--- src/rtl/note_lane_dropper.sv ---
// Rhythm-lane arrow engine: spawns, moves, judges and scores up to NOTES arrows per frame.
// Build option GHOST_PENALTY_EN: a press with an empty hit window also counts as one miss.
module note_lane_dropper #(
   parameter int          NOTES        = 4,
   parameter int          TOTAL_NOTES  = 16,
   parameter int          START_DELAY  = 160,
   parameter int          SPAWN_PERIOD = 60,
   parameter int          SPEED        = 1,
   parameter int          X_POS        = 440,
   parameter int          Y_START      = 100,
   parameter int          NOTE_H       = 40,
   parameter int          WIN_LO       = 340,
   parameter int          Y_MAX        = 400,
   parameter logic [7:0]  HIT_KEY      = 8'h52,
   parameter logic [7:0]  START_KEY    = 8'h2c,
   parameter logic [7:0]  RESTART_KEY  = 8'h01
) (
   input  logic                  frame_clk,
   input  logic                  Reset,
   input  logic [7:0]            keycode,
   input  logic [7:0]            keycode_second,
   output logic [9:0]            dropX,
   output logic [10*NOTES-1:0]   dropY,
   output logic [NOTES-1:0]      note_valid,
   output logic                  hit_pulse,
   output logic                  miss_pulse,
   output logic [7:0]            score,
   output logic [7:0]            misses,
   output logic                  done
);

   typedef enum logic [1:0] {IDLE, PLAY, DONE} state_t;

   // state is the observable FSM register for external checkers.
   state_t            state, state_nx;
   logic [9:0]        y_q  [NOTES];
   logic [9:0]        y_nx [NOTES];
   logic [NOTES-1:0]  valid_q, valid_nx;
   logic              hit_q, hit_nx, miss_q, miss_nx;
   logic [7:0]        score_q, score_nx, misses_q, misses_nx;
   logic [7:0]        spawned_q, spawned_nx;
   logic [15:0]       timer_q, timer_nx;
   logic              key_prev, key_now, press, start_key, restart_key;

   logic [NOTES-1:0]  hit_sel;
   logic              hit_found, ghost, spawn_done;
   logic [9:0]        best_y;
   logic [3:0]        miss_cnt;
   logic [8:0]        miss_sum;

   // Bottom edge in 11 bits so Y near the top of the 10-bit range cannot wrap.
   function automatic logic [10:0] bottom(input logic [9:0] y);
      return {1'b0, y} + 11'(NOTE_H);
   endfunction

   assign key_now     = (keycode == HIT_KEY)     || (keycode_second == HIT_KEY);
   assign start_key   = (keycode == START_KEY)   || (keycode_second == START_KEY);
   assign restart_key = (keycode == RESTART_KEY) || (keycode_second == RESTART_KEY);
   assign press       = key_now && !key_prev;

   always_comb begin
      state_nx   = state;
      y_nx       = y_q;
      valid_nx   = valid_q;
      hit_nx     = 1'b0;
      miss_nx    = 1'b0;
      score_nx   = score_q;
      misses_nx  = misses_q;
      spawned_nx = spawned_q;
      timer_nx   = timer_q;
      hit_sel    = '0;
      hit_found  = 1'b0;
      best_y     = '0;
      miss_cnt   = '0;
      ghost      = 1'b0;
      miss_sum   = '0;
      spawn_done = 1'b0;
      unique case (state)
         IDLE: begin
            if (start_key) begin
               state_nx = PLAY;
               timer_nx = 16'(START_DELAY);
            end
         end
         PLAY: begin
            // Strict '>' keeps the lowest index on equal Y.
            for (int i = 0; i < NOTES; i++) begin
               if (valid_q[i] && bottom(y_q[i]) >= 11'(WIN_LO) && bottom(y_q[i]) < 11'(Y_MAX)
                   && (!hit_found || y_q[i] > best_y)) begin
                  hit_sel    = '0;
                  hit_sel[i] = 1'b1;
                  hit_found  = 1'b1;
                  best_y     = y_q[i];
               end
            end
            if (press && hit_found) begin
               valid_nx = valid_q & ~hit_sel;
               hit_nx   = 1'b1;
               if (score_q != 8'hFF) score_nx = score_q + 8'd1;
            end
`ifdef GHOST_PENALTY_EN
            ghost = press && !hit_found;
`else
            ghost = 1'b0;
`endif
            for (int i = 0; i < NOTES; i++) begin
               if (valid_nx[i]) begin
                  y_nx[i] = y_q[i] + 10'(SPEED);
                  if (bottom(y_nx[i]) >= 11'(Y_MAX)) begin
                     valid_nx[i] = 1'b0;
                     miss_cnt    = miss_cnt + 4'd1;
                  end
               end
            end
            miss_sum = {1'b0, misses_q} + 9'(miss_cnt) + 9'(ghost);
            if (miss_cnt != 4'd0 || ghost) begin
               miss_nx   = 1'b1;
               misses_nx = miss_sum[8] ? 8'hFF : miss_sum[7:0];
            end
            // Slots freed by the hit or miss above are already free here.
            if (timer_q != 16'd0) begin
               timer_nx = timer_q - 16'd1;
            end else if (spawned_q < 8'(TOTAL_NOTES)) begin
               for (int i = 0; i < NOTES; i++) begin
                  if (!valid_nx[i] && !spawn_done) begin
                     valid_nx[i] = 1'b1;
                     y_nx[i]     = 10'(Y_START);
                     spawned_nx  = spawned_q + 8'd1;
                     timer_nx    = 16'(SPAWN_PERIOD - 1);
                     spawn_done  = 1'b1;
                  end
               end
            end
            if (spawned_nx == 8'(TOTAL_NOTES) && valid_nx == '0) state_nx = DONE;
         end
         DONE: begin
            if (restart_key) begin
               state_nx   = IDLE;
               valid_nx   = '0;
               score_nx   = '0;
               misses_nx  = '0;
               spawned_nx = '0;
               timer_nx   = '0;
               for (int i = 0; i < NOTES; i++) y_nx[i] = 10'(Y_START);
            end
         end
         default: state_nx = IDLE;
      endcase
   end

   always_ff @(posedge frame_clk) begin
      if (Reset) begin
         state     <= IDLE;
         valid_q   <= '0;
         hit_q     <= 1'b0;
         miss_q    <= 1'b0;
         score_q   <= '0;
         misses_q  <= '0;
         spawned_q <= '0;
         timer_q   <= '0;
         key_prev  <= 1'b0;
         for (int i = 0; i < NOTES; i++) y_q[i] <= 10'(Y_START);
      end else begin
         state     <= state_nx;
         valid_q   <= valid_nx;
         hit_q     <= hit_nx;
         miss_q    <= miss_nx;
         score_q   <= score_nx;
         misses_q  <= misses_nx;
         spawned_q <= spawned_nx;
         timer_q   <= timer_nx;
         key_prev  <= key_now;
         for (int i = 0; i < NOTES; i++) y_q[i] <= y_nx[i];
      end
   end

   for (genvar g = 0; g < NOTES; g++) begin : g_dropy
      assign dropY[10*g +: 10] = y_q[g];
   end

   assign dropX      = 10'(X_POS);
   assign note_valid = valid_q;
   assign hit_pulse  = hit_q;
   assign miss_pulse = miss_q;
   assign score      = score_q;
   assign misses     = misses_q;
   assign done       = (state == DONE);

endmodule

--- config.mk ---
export PLATFORM = sky130hd
export DESIGN_NAME = note_lane_dropper
export DESIGN_NICKNAME = d
export VERILOG_FILES = /design/src/rtl/note_lane_dropper.sv
export SDC_FILE = /design/constraint.sdc
export NUM_CORES = 1
export LEC_CHECK = 0
export ABC_AREA = 1
export ABC_CLOCK_PERIOD_IN_PS = 10100
export CELL_PAD_IN_SITES_DETAIL_PLACEMENT = 2
export CELL_PAD_IN_SITES_GLOBAL_PLACEMENT = 2
export CORE_MARGIN = 4
export CORE_UTILIZATION = 31
export DETAILED_ROUTE_END_ITERATION = 12
export GPL_ROUTABILITY_DRIVEN = 0
export PLACE_DENSITY = 0.81
export SETUP_SLACK_MARGIN = 0.02
export SLEW_MARGIN = 40
export SYNTH_ARGS = -nofsm -noshare
export SYNTH_HDL_FRONTEND = slang
export SYNTH_SLANG_ARGS = --single-unit
--- constraint.sdc ---
create_clock -name frame_clk -period 10.1 [get_ports frame_clk]
set_input_delay 2.02 -clock frame_clk [delete_from_list [all_inputs] [get_ports frame_clk]]
set_output_delay 2.02 -clock frame_clk [all_outputs]
set_load 0.005 [all_outputs]
==> summary.md <==
| Metric | Value |
|---|---|
| Layout cells sized above 1 | `7.39%` |
| Gr usage total | `21.6%` |
| Die Y | `172 um` |
| Setup violations, final | `0` |
| Crit path capture | `misses[7]` |
| Post-synth EDFFs | `0` |
| Max cap viols | `0` |
| Critical-path top delay cell | `dfxtp_4` |
| Worst setup SP type | `register` |
| I/O pin count | `91` |
| Final Cycle Share | `93.5%` |
| Core area | `26400 sq um` |
| Final Max Tran Viols | `0` |
| Crit end category | `register` |
| Final min period | `9.45 ns` |
| Slew HR | `47.9%` |
| Flops & latches, synth | `89` |
| Pint | `640 uW` |
| Ant diodes | `0` |
| Highest ir drop seen on vdd | `70.3 uV` |
| DRC violations left | `0` |
| Synth warnings | `0` |
| Vias | `9305` |
| Pwr dens | `105 nW/um^2` |
| Post-Route Utilization | `37.1%` |
| Sw Pwr | `392 uW` |
| Die Footprint | `29700 sq um` |
| Clock Root Buffer | `clkbuf_16` |
| Worst-Skew Late Latency | `0.36 ns` |
| First-pass GRT wire length | `52.3 mm` |
| Sw Share | `38.0%` |
| Crit. Startpoint | `dropY[3]` |
| R2r startpoint | `dropY[3]` |
| DR pass1 iterations | `5` |
| Tightest Pin Transition | `0.774 ns` |
| DRT iter0 DRCs | `388` |
| Leakage | `4.46 nW` |
| Clock share of power | `33.6%` |
| Via-to-Cell Ratio | `5.26` |
| Worst path arrival time | `9.73 ns` |
| CP peak stage delay | `0.41 ns` |
| Final Hold Fails | `0` |
| Grt ovf | `0` |
| Maximum clock path buffer count | `2` |
| Row cnt | `59` |
| Post-Syn Area | `8380 sq um` |
| Port buffer count | `80` |
| Most frequent cells in the layout | `nand2_1, inv_1, nor2_1` |
| Worst hold path type | `reg2reg` |
| Vias in the first global route | `10129` |
| H-Tree Depth | `3` |
| Reg2reg setup slack | `0.65 ns` |
| Sequential-to-total area share from yosys stat | `21.3%` |
| Area Overhead vs Synth | `16.8%` |
| FF-to-FF path depth | `64` |
| Logic gate share of total power | `28.6%` |
| Pin count of the biggest net entering global routing | `57` |
| Crit path kind | `reg2reg` |
| Synth unique cells | `52` |
| DP HPWL | `23.9 mm` |
| CTS Hold Buffers Added | `0` |
| Layout Skew | `0.0118 ns` |
| WL per Instance | `17.9 um` |
| Syn Area/Cell | `6.12 sq um` |
| Worst-path clk slew | `0.07 ns` |
| CTS tree | `done` |
| Cell mode on critical path | `nand2_1` |
| Synth Flop Type | `dfxtp_1` |
| Clock sinks | `89` |
| WL final | `31.6 mm` |
| Hold depth | `2` |
| Antenna violation net count after detailed routing | `0` |
| Initial antenna violation count | `0` |
| Cells after synthesis | `1369` |
| Setup TNS | `0 ns` |
| Pwr Total | `1.03 mW` |
| CTS buffer count | `9` |
| Worst reg2reg endpoint | `misses[7]` |
| Async SR Flop Fraction | `0%` |
| Status | `complete, no violations` |
| Initial Util | `31.8%` |
| Required @ worst endpoint | `10.39 ns` |
| Sequential share of power | `37.8%` |
| Nets | `1518` |
| Max FO, Critical Path | `19` |
| Die width | `172 um` |
| FMAX | `106 MHz` |
| Commonest non-fill, non-tap cell in the layout | `nand2_1` |
-- worst min-delay path by stage --
stage | slack [ns] | to | from
finish | 0.48 | spawned_q[6] | spawned_q[6]
global route | 0.52 | spawned_q[6] | spawned_q[6]
CTS | 0.48 | spawned_q[6] | spawned_q[6]
detailed placement | 0.46 | spawned_q[6] | spawned_q[6]
global placement | 0.46 | spawned_q[7] | spawned_q[7]
floorplan | 0.44 | spawned_q[6] | spawned_q[6]
-- metrics by stage --
step	std cells	hold WS, ns	worst slack [ns]	instance area [sq um]
2_1_floorplan	1377	0.438	1.64	8410
3_3_place_gp	1749	0.455	0.869	9410
3_5_place_dp	1749	0.457	0.258	9410
4_1_cts	1765	0.478	0.0278	9700
5_1_grt	1770	0.522	-0.227	9790
6_report	1770	0.479	0.653	9790
-- metal layers --
metal | global-route usage, % | vias to the layer above | wire, um
li1 | - | 4572 | -
met1 | 26.9 | 4615 | 14400
met2 | 40.1 | 85 | 16200
met3 | 2.45 | 33 | 576
met4 | 4.17 | 0 | 483
met5 | 0 | - | 0
-- kinds of logic (layout without fill, tap and decap cells) --
logic type | after synthesis | after routing | share of synthesized area, %
AOI/OAI and AO/OA | 228 | 228 | 15.4
xor gates and xnor gates | 27 | 27 | 2.82
adders and majority gates | 70 | 70 | 10.5
buffers and inverters | 240 | 298 | 11.9
DFF | 89 | 89 | 21.3
other | 2 | 10 | 0.0896
and+or+nand+nor | 713 | 713 | 38.0
-- power by group through the flow --
stage	clock, mW	sequential [mW]	combinational (mW)
after global placement	0	0.397	0.281
after global routing	0.372	0.392	0.338
after floorplan	0	0.385	0.209
after detailed placement	0	0.397	0.290
final	0.347	0.389	0.295
after CTS	0.358	0.389	0.295
-- cell usage after synthesis, drive strengths merged, types with 2 or more instances --
master	n	area, sq um
nand3b	3	22.5
nor4	6	37.5
nor2	128	541
nor3b	3	22.5
dfxtp	89	1780
a21oi	95	475
or2	7	43.8
a32oi	2	17.5
a31oi	2	12.5
a211oi	4	30.0
o211ai	30	230
buf	27	193
ha	69	863
o32ai	3	26.3
nand4	29	196
o21a	3	22.5
xor2	26	228
nand2	394	1560
o21ai	82	414
nand3	116	626
nor3	25	125
clkbuf	25	95.1
a21boi	2	15.0
clkinv	3	11.3
inv	185	702
conb	2	7.51
-- state kept, by name, summed over array words and instances, names as in the netlist --
signal / cells
note_valid: 4
score: 8
misses: 8
miss_pulse: 1
spawned_q: 8
hit_pulse: 1
dropY: 40
timer_q: 16
state: 2
key_prev: 1
-- what timing repair did --
action / 4_1_cts / 5_1_grt
buffers inserted: 0 / 4
resized for setup: 0 / 24
setup endpoints to repair: 0 / 8
-- layout make-up --
type,instances,area [sq um]
fill,3306,16600
clock inverter,5,36.3
multi-input combinational,1048,5680
tap,335,419
sequential,89,1790
timing repair buffer,93,893
inverter,188,718
clock buffer,11,253
timing repair inverter,1,5.00
-- critical path: cells and delay by family (launching register included) --
family	cells	cell delay, ns
buf+inv	9	0.81
flops	1	0.41
xor+xnor	2	0.38
fa+ha+maj	8	2.35
compound gates	13	2.16
simple gates	32	3.25
(Power assumes the default switching activity.)
